==> src/rtl/instr_fetch_axi_master.sv <==
// AXI-style single-burst instruction fetch initiator with a small instruction FIFO.
// Optional beat/response checking is compiled in with `define FETCH_ERR_CHECK_EN.
module instr_fetch_axi_master #(
  parameter int WIDTH     = 32,
  parameter int BURST_LEN = 4,
  parameter int BUF_DEPTH = 4
) (
  input  logic             clk,
  input  logic             rst_n,
  input  logic             req_valid,
  input  logic [WIDTH-1:0] req_addr,
  output logic             req_ready,
  input  logic             flush,
  output logic             instr_valid,
  output logic [WIDTH-1:0] instr_data,
  output logic [WIDTH-1:0] instr_addr,
  input  logic             instr_ready,
  output logic             arvalid,
  output logic [WIDTH-1:0] araddr,
  output logic [1:0]       arburst,
  output logic [2:0]       arsize,
  output logic [7:0]       arlen,
  input  logic             arready,
  input  logic             rvalid,
  input  logic [WIDTH-1:0] rdata,
  input  logic             rlast,
  input  logic             rresp,
  output logic             rready,
  output logic             busy,
  output logic             err
);
  localparam int PW = $clog2(BUF_DEPTH);
  localparam logic [PW:0] FULL_CNT = (PW+1)'(BUF_DEPTH);

  typedef enum logic [1:0] {S_IDLE, S_ADDR, S_DATA, S_DRAIN} state_t;

  state_t           r_state, w_state_next;
  logic             r_flush_pend, w_flush_pend_next;
  logic             r_arvalid, r_busy;
  logic [WIDTH-1:0] r_araddr, r_beat_addr;
  logic [PW-1:0]    r_wr_ptr, r_rd_ptr;
  logic [PW:0]      r_count;
  logic [WIDTH-1:0] r_mem_data [BUF_DEPTH];
  logic [WIDTH-1:0] r_mem_addr [BUF_DEPTH];

  logic w_full, w_rready, w_req_ready, w_beat_acc, w_push, w_pop, w_req_hs, w_ar_hs;

  assign w_full     = (r_count == FULL_CNT);
  assign w_pop      = (r_count != '0) && instr_ready;
  assign w_beat_acc = rvalid && w_rready;
  // A beat accepted in the flush cycle is consumed from the bus but never stored.
  assign w_push     = w_beat_acc && (r_state == S_DATA) && !flush;
  assign w_req_hs   = req_valid && w_req_ready;
  assign w_ar_hs    = (r_state == S_ADDR) && arready;

  always_comb begin
    w_state_next      = r_state;
    w_flush_pend_next = r_flush_pend;
    w_rready          = 1'b0;
    w_req_ready       = 1'b0;
    case (r_state)
      S_IDLE: begin
        w_req_ready = !flush;
        if (req_valid && !flush) w_state_next = S_ADDR;
      end
      S_ADDR: begin
        if (flush) w_flush_pend_next = 1'b1;
        if (arready) begin
          w_state_next      = (r_flush_pend || flush) ? S_DRAIN : S_DATA;
          w_flush_pend_next = 1'b0;
        end
      end
      S_DATA: begin
        w_rready = !w_full;
        if (rvalid && !w_full && rlast) w_state_next = S_IDLE;
        else if (flush)                 w_state_next = S_DRAIN;
      end
      S_DRAIN: begin
        w_rready = 1'b1;
        if (rvalid && rlast) w_state_next = S_IDLE;
      end
      default: w_state_next = S_IDLE;
    endcase
  end

  always_ff @(posedge clk or negedge rst_n) begin
    if (!rst_n) begin
      r_state      <= S_IDLE;
      r_flush_pend <= 1'b0;
      r_arvalid    <= 1'b0;
      r_busy       <= 1'b0;
    end else begin
      r_state      <= w_state_next;
      r_flush_pend <= w_flush_pend_next;
      r_arvalid    <= (w_state_next == S_ADDR);
      r_busy       <= (w_state_next != S_IDLE);
    end
  end

  always_ff @(posedge clk or negedge rst_n) begin
    if (!rst_n) begin
      r_araddr    <= '0;
      r_beat_addr <= '0;
      r_wr_ptr    <= '0;
      r_rd_ptr    <= '0;
      r_count     <= '0;
    end else begin
      if (w_req_hs) begin
        r_araddr    <= {req_addr[WIDTH-1:2], 2'b00};
        r_beat_addr <= {req_addr[WIDTH-1:2], 2'b00};
      end else if (w_push) begin
        r_beat_addr <= r_beat_addr + WIDTH'(4);
      end
      if (flush) begin
        r_wr_ptr <= '0;
        r_rd_ptr <= '0;
        r_count  <= '0;
      end else begin
        if (w_push) r_wr_ptr <= r_wr_ptr + 1'b1;
        if (w_pop)  r_rd_ptr <= r_rd_ptr + 1'b1;
        if (w_push && !w_pop)      r_count <= r_count + 1'b1;
        else if (!w_push && w_pop) r_count <= r_count - 1'b1;
      end
    end
  end

  genvar gi;
  generate
    for (gi = 0; gi < BUF_DEPTH; gi++) begin : g_entry
      always_ff @(posedge clk or negedge rst_n) begin
        if (!rst_n) begin
          r_mem_data[gi] <= '0;
          r_mem_addr[gi] <= '0;
        end else if (w_push && (r_wr_ptr == PW'(gi))) begin
          r_mem_data[gi] <= rdata;
          r_mem_addr[gi] <= r_beat_addr;
        end
      end
    end
  endgenerate

`ifdef FETCH_ERR_CHECK_EN
  logic [8:0] r_beat_cnt;
  logic       r_err;
  logic       w_unused_bits;

  assign w_unused_bits = ^req_addr[1:0];

  always_ff @(posedge clk or negedge rst_n) begin
    if (!rst_n) begin
      r_beat_cnt <= '0;
      r_err      <= 1'b0;
    end else if (w_ar_hs) begin
      r_beat_cnt <= '0;
    end else if (w_beat_acc) begin
      r_beat_cnt <= r_beat_cnt + 9'd1;
      // rlast must coincide exactly with the final beat of the burst
      if (rresp || (rlast != (r_beat_cnt == {1'b0, arlen}))) r_err <= 1'b1;
    end
  end
  assign err = r_err;
`else
  logic w_unused_bits;
  assign w_unused_bits = ^{req_addr[1:0], rresp, w_ar_hs};
  assign err = 1'b0;
`endif

  assign req_ready   = w_req_ready;
  assign rready      = w_rready;
  assign instr_valid = (r_count != '0);
  assign instr_data  = r_mem_data[r_rd_ptr];
  assign instr_addr  = r_mem_addr[r_rd_ptr];
  assign arvalid     = r_arvalid;
  assign araddr      = r_araddr;
  assign arburst     = 2'b01;
  assign arsize      = 3'b010;
  assign arlen       = 8'(BURST_LEN - 1);
  assign busy        = r_busy;
endmodule

==> config.mk <==
export PLATFORM = sky130hd
export DESIGN_NAME = instr_fetch_axi_master
export DESIGN_NICKNAME = d
export VERILOG_FILES = /design/src/rtl/instr_fetch_axi_master.sv
export SDC_FILE = /design/constraint.sdc
export NUM_CORES = 1
export LEC_CHECK = 0
export CORE_UTILIZATION = 40
export CTS_BUF_LIST = sky130_fd_sc_hd__clkbuf_8
export DETAILED_ROUTE_END_ITERATION = 10
export GPL_TIMING_DRIVEN = 0
export MAX_ROUTING_LAYER = met4
export PLACE_DENSITY = 0.67
export SYNTH_ARGS = -nofsm -noshare
export SYNTH_HDL_FRONTEND = slang
export SYNTH_SLANG_ARGS = --single-unit
==> constraint.sdc <==
create_clock -name clk -period 5.97 [get_ports clk]
set_input_delay 1.194 -clock clk [delete_from_list [all_inputs] [get_ports clk]]
set_output_delay 1.194 -clock clk [all_outputs]
set_load 0.01 [all_outputs]
Word level (Yosys, flattened, before mapping)
Index checks and enable logic that the tools add are counted.

Register bits after elaboration: 330. Output and inout bits: 115. Logic and storage cells: 88.

Add/subtract/negate cells: 5. Order comparisons: 1. Equal/unequal tests: 8. Multiplexer cells: 26. Bitwise logic cells: 1. Reduce and logical (&&, ||, !) cells: 30.

Operators with widths (count): 32-bit 2-to-1 mux (6); 32-bit binary-select mux with 2-bit select (2); 32-bit by 3-bit adder with 32-bit output, second input constant (1); 2-bit 2-to-1 mux (9); 1-bit logical AND (15); 2-bit nonzero test (5); 3-bit 2-to-1 mux (3); 2-bit equality test, second input constant (4); 2-bit one-hot mux with 4 select lines (1); 2-bit by 1-bit equality test with 1-bit output, second input constant (3); 3-bit nonzero test (2); 2-bit by 1-bit adder with 2-bit output, second input constant (2); 1-bit logical NOT (4); 2-bit logical NOT (2); 1-bit 2-to-1 mux (4); 3-bit by 1-bit adder with 3-bit output, second input constant (1); 3-bit equality test, second input constant (1); 3-bit >= comparator, second input constant (1); 2-bit NOT with 3-bit output (1); 3-bit by 1-bit subtractor with 3-bit output, second input constant (1); 1-bit one-hot mux with 2 select lines (1); 2-bit AND reduction (1); 1-bit logical OR (1).

Depth between registers and ports, before layout
Word-level depth: 11. Depth in mapped cells: 9.

Worst setup path after synthesis
OpenSTA, ideal clock, no wires.

Kind: in2out. Start: in flush. End: out req_ready. Arrival: 1605 ps. Required time: 4776 ps. Slack: 3171 ps. Stages: 1. Buffers on the path: 0. Cells stage by stage: nor3_1.

Cells in the longest elaborated chain, start to end: 2.

Ends and longest elaborated chain: start: declaration (line 13) `input logic flush,`; 1-bit logical NOT (line 63) `w_req_ready = !flush;`; 1-bit 2-to-1 mux (line 61) `case (r_state)`; end: declaration (line 12) `output logic req_ready,`.

Every way passes these cells.

Worst setup path in the final report
Start: reg r_rd_ptr[0]. End: out instr_addr[11].

Cells in the longest elaborated chain, start to end: 4.

Ends and longest elaborated chain: start: declaration (line 41) `logic [PW-1:0] r_wr_ptr, r_rd_ptr;`; start signal: assignment (line 120) `if (w_pop) r_rd_ptr <= r_rd_ptr + 1'b1;`; 2-bit NOT with 3-bit output (implied by the code) (line 172) `assign instr_addr = r_mem_addr[r_rd_ptr];`; 32-bit binary-select mux with 2-bit select (line 172); 32-bit 2-to-1 mux (implied by the code) (2 in series) (line 172); end: declaration (line 16) `output logic [WIDTH-1:0] instr_addr,`.

Every way passes these cells. The select of a mux whose other input is x is not followed.

==> impl_metrics.tcl <==
set metrics [dict create \
    antennaDiodeCount 0 \
    synth_most_common_cell "dfrtp_1" \
    core_um2 35500 \
    cts_tree "built" \
    power_density_nw_per_um2 459 \
    drc 0 \
    synth-main-ff-cell "dfrtp_1" \
    cp-end-kind "output port" \
    rows 69 \
    slew_headroom 0.436 \
    hpwl_um 22400 \
    cts_hold_buffers 0 \
    grt_use_total 0.194 \
    path_cells "clkbuf_1 -> buf_2 -> mux4_2 -> clkdlybuf4s50_1" \
    clkSlewWorstSetupHoldPaths_ns 0.06 \
    critPathSlowestCell "clkdlybuf4s50_1" \
    path_max_fanout 10 \
    critical_path_class "register to output port" \
    synthDistinctLibCells 57 \
    maxCapViolations 0 \
    synth_area_per_cell_um2 14.0 \
    leakage_nw 8.34 \
    dr.first_iter.drc_count 409 \
    cts_resized 0 \
    cp.required_ns 4.78 \
    pre_cts_slack_ns 2.12 \
    clock-sinks 320 \
    finalPower_mw 8.22 \
    tns_ns 0 \
    switching_share 0.311 \
    via_per_inst 5.11 \
    initial_core_util 0.406 \
    postRouteAntennaNets 0 \
    syn-cell-area_um2 14400 \
    setup_violations 0 \
    htreeDepth 2 \
    grt_max_degree 124 \
    wl_per_cell_um 19.0 \
    post-cts-setup-buffers 0 \
    netlist_top_cells_count "dfrtp_1, mux2_2, nand2_1" \
    seq_area_frac_synth 0.556 \
    synth_top_area_frac 0.556 \
    power_frac_seq 0.385 \
    drive_above_1_share 0.328 \
    dieArea_um2 36800 \
    place_inst 1673 \
    synth-seq-cells 320 \
    pwr-share-clk 0.247 \
    synth_edf_count 0 \
    clk-insertion-delay-late_ns 0.60 \
    grt_pass1_wl_um 52900 \
    cts_max_path_buffers 3 \
    ys_warn_count 0 \
    max_clock_freq_mhz 231 \
    io_pins 188 \
    final.min_clock_period_ns 4.32 \
    final.setup.worst_slack_ns 1.65 \
    worst_ir_drop_vdd_uv 287 \
    path_buf_inv 3 \
    outcome "complete, no violations" \
    hold_class "register to register" \
    period_share 0.724 \
    antenna_found_initial 0 \
    num-fill-cells 3119 \
    final_cells 1774 \
    cp_top_family "buffers and inverters" \
    slowest_delay_ns 0.57 \
    hold_viol_final 0 \
    num_vias 9063 \
    switchingPower_mw 2.56 \
    syn_to_final_growth_pct 24.3 \
    maxSlewViolCount 0 \
    grt_pass1_vias 9474 \
    nets 1348 \
    synthArstFlopShare 1.00 \
    cts_buffers 55 \
    comb_power_share 0.368 \
    crit_path_start_kind "register" \
    skew_ns 0.0241 \
    synth_area_leaders "dfrtp_1, mux2_2, mux4_2, nand2_1, o21ai_0" \
    port-buffer-count 165 \
    synthCells 1029 \
    firstDrtPassIters 5 \
    rsz0062_at_grt "false" \
    cts-root-buf "clkbuf_8" \
    tightest_slew_ns 0.846 \
    yosys.area.top_type "dfrtp_1" \
    grt_overflow 0 \
    wl_um 33800 \
    p_int_mw 5.66 \
    die-width_um 192 \
    place_congestion 0.762 \
    die_h_um 192 \
    crit_arrival_ns 3.13 \
]
[worst min-delay path: cells and delay by family (launching register included)]
family	cells	cell delay [ns]
flops	1	0.34
simple gates	2	0.10
[per-stage QoR]
step	area, um2	utilization	hold WS (ns)
floorplan	14500	-	0.443
global placement	16700	0.470	0.456
detailed placement	16700	0.472	0.464
CTS	17900	0.505	0.481
global route	17900	0.505	0.502
finish	17900	0.505	0.473
[power by group through the flow]
stage                     sequential [mW]  combinational (mW)  clock [mW]
after floorplan                      3.13                1.73           0
after global placement               3.18                3.02           0
after detailed placement             3.19                3.07           0
after CTS                            3.16                3.08        2.10
after global routing                 3.24                3.29        2.21
final                                3.16                3.03        2.03
[registers in the layout, summed over array words and instances (netlist names)]
name          cells
busy              1
arvalid           1
r_flush_pend      1
r_count           3
r_mem_addr      120
r_wr_ptr          2
r_rd_ptr          2
r_beat_addr      30
r_state           2
araddr           30
r_mem_data      128
[final timing paths]
path | startpoint | endpoint | slack (ns) | cells past startpoint
max | r_rd_ptr[0]$_DFFE_PN0P_ | instr_addr[11] | 1.65 | 4
min | araddr[5]$_DFFE_PN0P_ | araddr[5]$_DFFE_PN0P_ | 0.47 | 2
max reg2reg | r_state[1]$_DFF_PN0_ | r_beat_addr[23]$_DFFE_PN0P_ | 3.60 | 7
min reg2reg | araddr[5]$_DFFE_PN0P_ | araddr[5]$_DFFE_PN0P_ | 0.47 | 2
max in group asynchronous | rst_n | r_mem_addr[50]$_DFFE_PN0P_ | 4.25 | 2
min in group asynchronous | rst_n | r_mem_data[52]$_DFFE_PN0P_ | 0.61 | 1
[kinds of logic (layout without fill, tap and decap cells)]
group,count (synthesis),after routing,synth area share
AO/OA/AOI/OAI,77,77,0.0309
XOR/XNOR,27,27,0.0164
multiplexers,287,287,0.275
other,2,18,0.000522
buffers and inverters,102,370,0.0470
AND/OR/NAND/NOR,208,208,0.0686
flip-flops,320,320,0.556
adder cells (fa/ha/maj),6,6,0.00573
[placed cells by master (no fill, tap or decap), drive strengths merged, types with 2 or more instances in the layout]
master	count
buf	69
o21ai	49
a211oi	5
mux2i	4
and4	2
and3	4
a311oi	2
nand2	131
nand3	13
nor3	13
nor4	6
nand4	9
clkinv	7
dfrtp	320
o31a	2
a31o	2
nand2b	3
o21a	2
or3	2
xnor2	22
ha	5
conb	18
a21oi	7
nor2b	2
and2	3
mux4	62
clkbuf	91
mux2	221
xor2	5
nor2	17
clkdlybuf4s50	164
inv	36
bufinv	2
a31oi	2
[final cells by class]
cell class / instances / area (um2) / area share
multi-input cells: 623 / 5780 / 0.323
plain buffers: 87 / 621 / 0.0347
clock buffers: 70 / 963 / 0.0538
well taps: 461 / 577 / 0.0322
flip-flops and latches: 320 / 8010 / 0.447
inverters: 15 / 56.3 / 0.00315
clock inverters: 31 / 190 / 0.0106
repair buffers: 167 / 1710 / 0.0956
[metal layers]
layer | vias to the layer above | GRT usage | part of all wire
li1 | 4134 | - | -
met3 | 53 | 0.0426 | 0.062
met4 | 0 | 0.0495 | 0.018
met2 | 244 | 0.291 | 0.46
met5 | - | - | 0
met1 | 4632 | 0.267 | 0.46
Note: power is estimated with default switching activity, not from simulation.
